[src/rtl/branch_target_buffer.sv]
// Purpose : direct-mapped branch target buffer with 2-bit saturating direction
//           counters, zero-latency fetch lookup, execute-stage update and a
//           saturating mispredict statistics counter.
// Latency : lookup is combinational (0 cycles); updates land on the next CLK edge.
// Backpressure: none -- one lookup and at most one update are accepted per cycle.
// Ports   : CLK/Reset_n            clock, async active-low reset
//           PC_F -> Hit_F, PrPCSrc_F, PrALUResult_F   fetch lookup
//           Update_E, PC_E, PCSrc_E, ALUResult_E,
//           PrPCSrc_E, PrALUResult_E                  resolved-branch update
//           Flush                  synchronous invalidate of all entries
//           MispredictCount        saturating mispredict count
module branch_target_buffer #(
  parameter int ENTRY_BITS = 4,
  parameter int TAG_BITS   = 8,
  parameter int CNT_W      = 16
) (
  input  logic             CLK,
  input  logic             Reset_n,
  input  logic [31:0]      PC_F,
  output logic             PrPCSrc_F,
  output logic [31:0]      PrALUResult_F,
  output logic             Hit_F,
  input  logic             Update_E,
  input  logic [31:0]      PC_E,
  input  logic             PCSrc_E,
  input  logic [31:0]      ALUResult_E,
  input  logic             PrPCSrc_E,
  input  logic [31:0]      PrALUResult_E,
  input  logic             Flush,
  output logic [CNT_W-1:0] MispredictCount
);

  localparam int ENTRIES = 1 << ENTRY_BITS;
  localparam int TAG_LO  = ENTRY_BITS + 2;
  localparam int TAG_HI  = ENTRY_BITS + TAG_BITS + 1;

  // Entry storage
  logic                valid_q  [ENTRIES];
  logic [TAG_BITS-1:0] tag_q    [ENTRIES];
  logic [31:0]         target_q [ENTRIES];
  logic [1:0]          ctr_q    [ENTRIES];
  logic [CNT_W-1:0]    cnt_q, cnt_d;

  // Index/tag decode; PC bits [1:0] never participate
  logic [ENTRY_BITS-1:0] idx_f, idx_e;
  logic [TAG_BITS-1:0]   tag_f, tag_e;

  assign idx_f = PC_F[ENTRY_BITS+1:2];
  assign tag_f = PC_F[TAG_HI:TAG_LO];
  assign idx_e = PC_E[ENTRY_BITS+1:2];
  assign tag_e = PC_E[TAG_HI:TAG_LO];

  // PC_E bits outside index/tag are intentionally ignored; fold them into a
  // sink so the unused-bit intent is explicit and parameter-independent.
  logic unused_pc_e;
  assign unused_pc_e = ^PC_E;

  // Fetch lookup reads the registered state only, so a same-cycle update to
  // the same index is not visible until the following cycle.
  always_comb begin
    Hit_F         = valid_q[idx_f] && (tag_q[idx_f] == tag_f);
    PrPCSrc_F     = Hit_F && ctr_q[idx_f][1];
    PrALUResult_F = PrPCSrc_F ? target_q[idx_f] : (PC_F + 32'd4);
  end

  // Execute-stage update decode
  logic        hit_e;
  logic        wr_en;
  logic [1:0]  ctr_e_d;
  logic [31:0] tgt_e_d;
  logic        mispredict;

  always_comb begin
    hit_e = valid_q[idx_e] && (tag_q[idx_e] == tag_e);
    // A hit always rewrites the entry (counter moves); a miss only allocates
    // when taken. Flush overrides any entry write in the same cycle.
    wr_en = Update_E && !Flush && (hit_e || PCSrc_E);

    ctr_e_d = ctr_q[idx_e];
    if (hit_e) begin
      if (PCSrc_E) begin
        if (ctr_q[idx_e] != 2'b11) ctr_e_d = ctr_q[idx_e] + 2'b01;
      end else begin
        if (ctr_q[idx_e] != 2'b00) ctr_e_d = ctr_q[idx_e] - 2'b01;
      end
    end else begin
      ctr_e_d = 2'b10;  // fresh allocation starts weakly taken
    end

    tgt_e_d = PCSrc_E ? ALUResult_E : target_q[idx_e];

    // Statistics count regardless of Flush
    mispredict = Update_E &&
                 ((PrPCSrc_E != PCSrc_E) ||
                  (PCSrc_E && (PrALUResult_E != ALUResult_E)));

    cnt_d = cnt_q;
    if (mispredict && (cnt_q != {CNT_W{1'b1}})) begin
      cnt_d = cnt_q + {{(CNT_W-1){1'b0}}, 1'b1};
    end
  end

  always_ff @(posedge CLK or negedge Reset_n) begin
    if (!Reset_n) begin
      for (int i = 0; i < ENTRIES; i++) begin
        valid_q[i]  <= 1'b0;
        tag_q[i]    <= '0;
        target_q[i] <= 32'd0;
        ctr_q[i]    <= 2'b01;
      end
      cnt_q <= '0;
    end else begin
      cnt_q <= cnt_d;
      if (Flush) begin
        // Only valid bits clear; counters and targets survive a flush
        for (int i = 0; i < ENTRIES; i++) begin
          valid_q[i] <= 1'b0;
        end
      end else if (wr_en) begin
        valid_q[idx_e]  <= 1'b1;
        tag_q[idx_e]    <= tag_e;
        target_q[idx_e] <= tgt_e_d;
        ctr_q[idx_e]    <= ctr_e_d;
      end
    end
  end

  assign MispredictCount = cnt_q;

endmodule
[config.mk]
export PLATFORM = sky130hd
export DESIGN_NAME = branch_target_buffer
export DESIGN_NICKNAME = d
export VERILOG_FILES = /design/src/rtl/branch_target_buffer.sv
export SDC_FILE = /design/constraint.sdc
export NUM_CORES = 2
export LEC_CHECK = 0
export CAP_MARGIN = 20
export CORE_ASPECT_RATIO = 2
export CORE_MARGIN = 1
export CORE_UTILIZATION = 54
export DETAILED_ROUTE_END_ITERATION = 8
export PLACE_DENSITY = 0.75
export SLEW_MARGIN = 20
export SYNTH_ARGS = -nofsm -noshare
export SYNTH_HDL_FRONTEND = slang
export SYNTH_SLANG_ARGS = --single-unit
[constraint.sdc]
create_clock -name CLK -period 4.55 [get_ports CLK]
set_clock_uncertainty 0.1 [all_clocks]
set_input_delay 0.6825 -clock CLK [delete_from_list [all_inputs] [get_ports CLK]]
set_output_delay 0.6825 -clock CLK [all_outputs]
set_load 0.05 [all_outputs]
==> results.py <==
metrics = {
    "floorplanning": {
        "start_util": 0.544,
        "die_area_sq_um": 75400,
        "die_y_microns": 387,
        "coreArea_sq_um": 73700,
        "die_w_microns": 195,
        "rows": 141,
        "io_pins": 184,
    },
    "power_and_ir_drop": {
        "power.leakage_nw": 19.6,
        "p_switching_w": 0.00447,
        "p_total_w": 0.0160,
        "peakVddDrop_v": 0.000347,
        "power_frac_clock": 0.343,
        "internal-power_w": 0.0115,
        "p_per_area_nw_per_um2": 352,
        "sw_frac_of_total": 0.280,
        "combPwrFrac": 0.192,
        "seq_power_share": 0.466,
    },
    "timing": {
        "rsz0062_at_grt": "yes",
        "max_freq_mhz": 219,
        "finalSetupViolations": 4,
        "period_share": 1.00,
        "timing.hold.ws_ns": 0.384,
        "fin_crit_ns": 4.56,
        "setup_slack_ns": -0.0117,
        "hold_viol_final": 0,
        "worstMarginPinSlew_ns": 0.990,
        "setup_tns_ns": -0.0220,
        "maxSlewViolCount": 0,
        "maxSlewHeadroom": 0.335,
    },
    "cts": {
        "tritoncts": "built",
        "cts_buffers": 61,
        "insertion_delay_ns": 0.66,
        "clock_path_buffers": 3,
        "htree_num_levels": 2,
        "clk_pin_slew_ns": 0.07,
        "numClockSinks": 704,
        "cts-root-buf": "clkbuf_16",
    },
    "yosys": {
        "syn_inst": 2636,
        "synthArstFlopShare": 1.00,
        "syn-cell-area_sq_um": 40100,
        "ys_seq_elements": 704,
        "synth_nets": 2772,
        "synth_flop_cell": "dfrtp_1",
        "yosys_warnings": 0,
        "synth.largest_area_cell": "dfrtp_1",
        "synth_enable_flop_cells": 0,
        "syn_area_per_cell_sq_um": 15.2,
        "yosys.cell_types.count": 51,
        "synth.most_common_cell": "dfrtp_1",
        "seq_area_frac_synth": 0.440,
        "synth_area_leaders": "dfrtp_1 (43%), mux4_2 (22%), mux2_4 (9.2%)",
        "yosysTopAreaCellShare": 0.429,
        "synthTopCellsByCount": "dfrtp_1 (688), mux4_2 (399), o21ai_0 (282)",
    },
    "grt": {
        "antenna_found_initial": 4,
        "gr-usage-all-layers": 0.325,
        "grt_pass1_vias": 28300,
        "grt_max_degree": 125,
        "grt_pass1_wl_microns": 181000,
        "grt-ovfl-total": 0,
    },
    "worst_setup_path": {
        "crit_family": "multiplexers",
        "crit_path_cell_trace": "mux4_2, mux4_2, xor2_1, nor4_2, buf_4, nand3_4, nor3b_4, buf_6, buf_12, mux2_4, buf_12",
        "cp_slowest_stage_delay_ns": 0.52,
        "start_kind": "flop",
        "worstSetupPathType": "reg2out",
        "path_buf_inv": 4,
        "crit_slowest_cell": "mux4_2",
        "cp_max_fo": 7,
        "required_ns": 3.77,
        "worst_ep_arrival_time_ns": 3.78,
        "endpoint_kind": "output pin",
    },
    "detailed_routing": {
        "drc": 0,
        "drt-total-wl_microns": 121000,
        "viasPerCell": 7.03,
        "postRouteAntennaNets": 0,
        "first_pass_iters": 5,
        "wl_per_cell_microns": 32.1,
        "drt_iter0_drc": 2476,
        "vias": 26400,
    },
    "placement": {
        "dpl_cell_area_sq_um": 42900,
        "place_ws_ns": -0.0995,
        "io_buffers": 163,
        "dp.final_hpwl_microns": 77000,
        "finalWeightedCongestion": 0.901,
    },
    "layout": {
        "drive_gt1_frac": 0.445,
        "design_area_sq_um": 45400,
        "syn2layout_area_growth_pct": 13.2,
        "layout.nets": 2904,
    },
    "job": {
        "cap_violations": 0,
    },
    "min_path": {
        "hold_path.class": "reg2reg",
    },
    "outcome": {
        "status": "finished with violations",
        "violations": "negative setup slack",
    },
}
[power by group through the flow]
stage | combinational, W | clock (W) | sequential, W
2_1_floorplan | 0.00206 | 0 | 0.00743
3_3_place_gp | 0.00291 | 0 | 0.00742
3_5_place_dp | 0.00301 | 0 | 0.00752
4_1_cts | 0.00306 | 0.00554 | 0.00741
5_1_grt | 0.00324 | 0.00575 | 0.00750
6_report | 0.00306 | 0.00547 | 0.00744
[tightest hold or removal path, stage by stage (launching register included)]
cell and delay (ns):
dfstp_2 0.37, o21ai_0 0.05, o21ai_1 0.06
[state kept, by name (all words and copies together) (netlist names)]
signal and cells:
ctr_q 32, tag_q 128, target_q 512, MispredictCount 16, valid_q 16
[cells by family (layout without fill, tap and decap cells)]
logic type                 Yosys count  after routing  share of synthesized area
other                                0              1                          0
DFF                                704            704                      0.440
and+or+nand+nor                    214            214                     0.0312
xor gates and xnor gates            95             95                     0.0207
AOI/OAI and AO/OA                  352            352                     0.0476
adders and majority gates            3              3                   0.000874
buffers and inverters              248            432                     0.0398
muxes                             1020           1020                      0.420
[cells in the final DEF (no fill, tap or decap), drive strengths merged, types with 23 or more instances in the layout]
| cell | Yosys | routed |
|---|---|---|
| dfrtp | 688 | 688 |
| mux2 | 576 | 576 |
| mux4 | 399 | 399 |
| o21ai | 291 | 291 |
| buf | 124 | 191 |
| clkdlybuf4s50 | 0 | 119 |
| clkbuf | 120 | 81 |
| nor2 | 55 | 55 |
| xnor2 | 53 | 53 |
| nand2 | 46 | 46 |
| mux2i | 45 | 45 |
| xor2 | 42 | 42 |
| nand3 | 36 | 36 |
| a21oi | 23 | 23 |
[per-stage QoR]
stage / utilization / instances
floorplan: - / 2636
finish: 0.616 / 3750
CTS: 0.615 / 3748
global placement: 0.582 / 3626
detailed placement: 0.582 / 3626
global route: 0.616 / 3749
[layout make-up]
class	instances	area (sq um)
fill	5338	28300
multi-input combinational	1684	21000
sequential	704	17600
timing repair buffer	313	3510
clock buffer	79	1670
tap	929	1160
clock inverter	36	394
inverter	4	15.0
antenna	1	2.50
[repair_timing]
action / CTS / global route
cloned: 2 / 1
buffers inserted: 4 / 0
endpoints found under the hold margin: 14 / 0
endpoints found under the setup margin: 32 / 32
hold buffers: 1 / 0
pin swaps: 2 / 1
resized for setup: 75 / 5
[path summary, 6_finish.rpt]
check                          start           endpoint  slack [ns]  cells past startpoint
max                        tag_q[16]  PrALUResult_F[29]       -0.01                     11
max reg2reg                tag_q[62]      target_q[469]        1.06                     10
min                         ctr_q[6]           ctr_q[6]        0.38                      2
min reg2reg                 ctr_q[6]           ctr_q[6]        0.38                      2
max in group asynchronous    Reset_n          tag_q[55]        2.62                      3
min in group asynchronous    Reset_n       target_q[59]        0.51                      2
[per-layer routing]
| metal | track usage | share of wire | up-vias |
|---|---|---|---|
| met5 | 0 | 0.00034 | - |
| met4 | 0.199 | 0.069 | 6 |
| met3 | 0.0632 | 0.083 | 451 |
| met2 | 0.530 | 0.50 | 1501 |
| met1 | 0.399 | 0.35 | 14000 |
| li1 | - | - | 10400 |
Power figures use the tool's default switching activity.
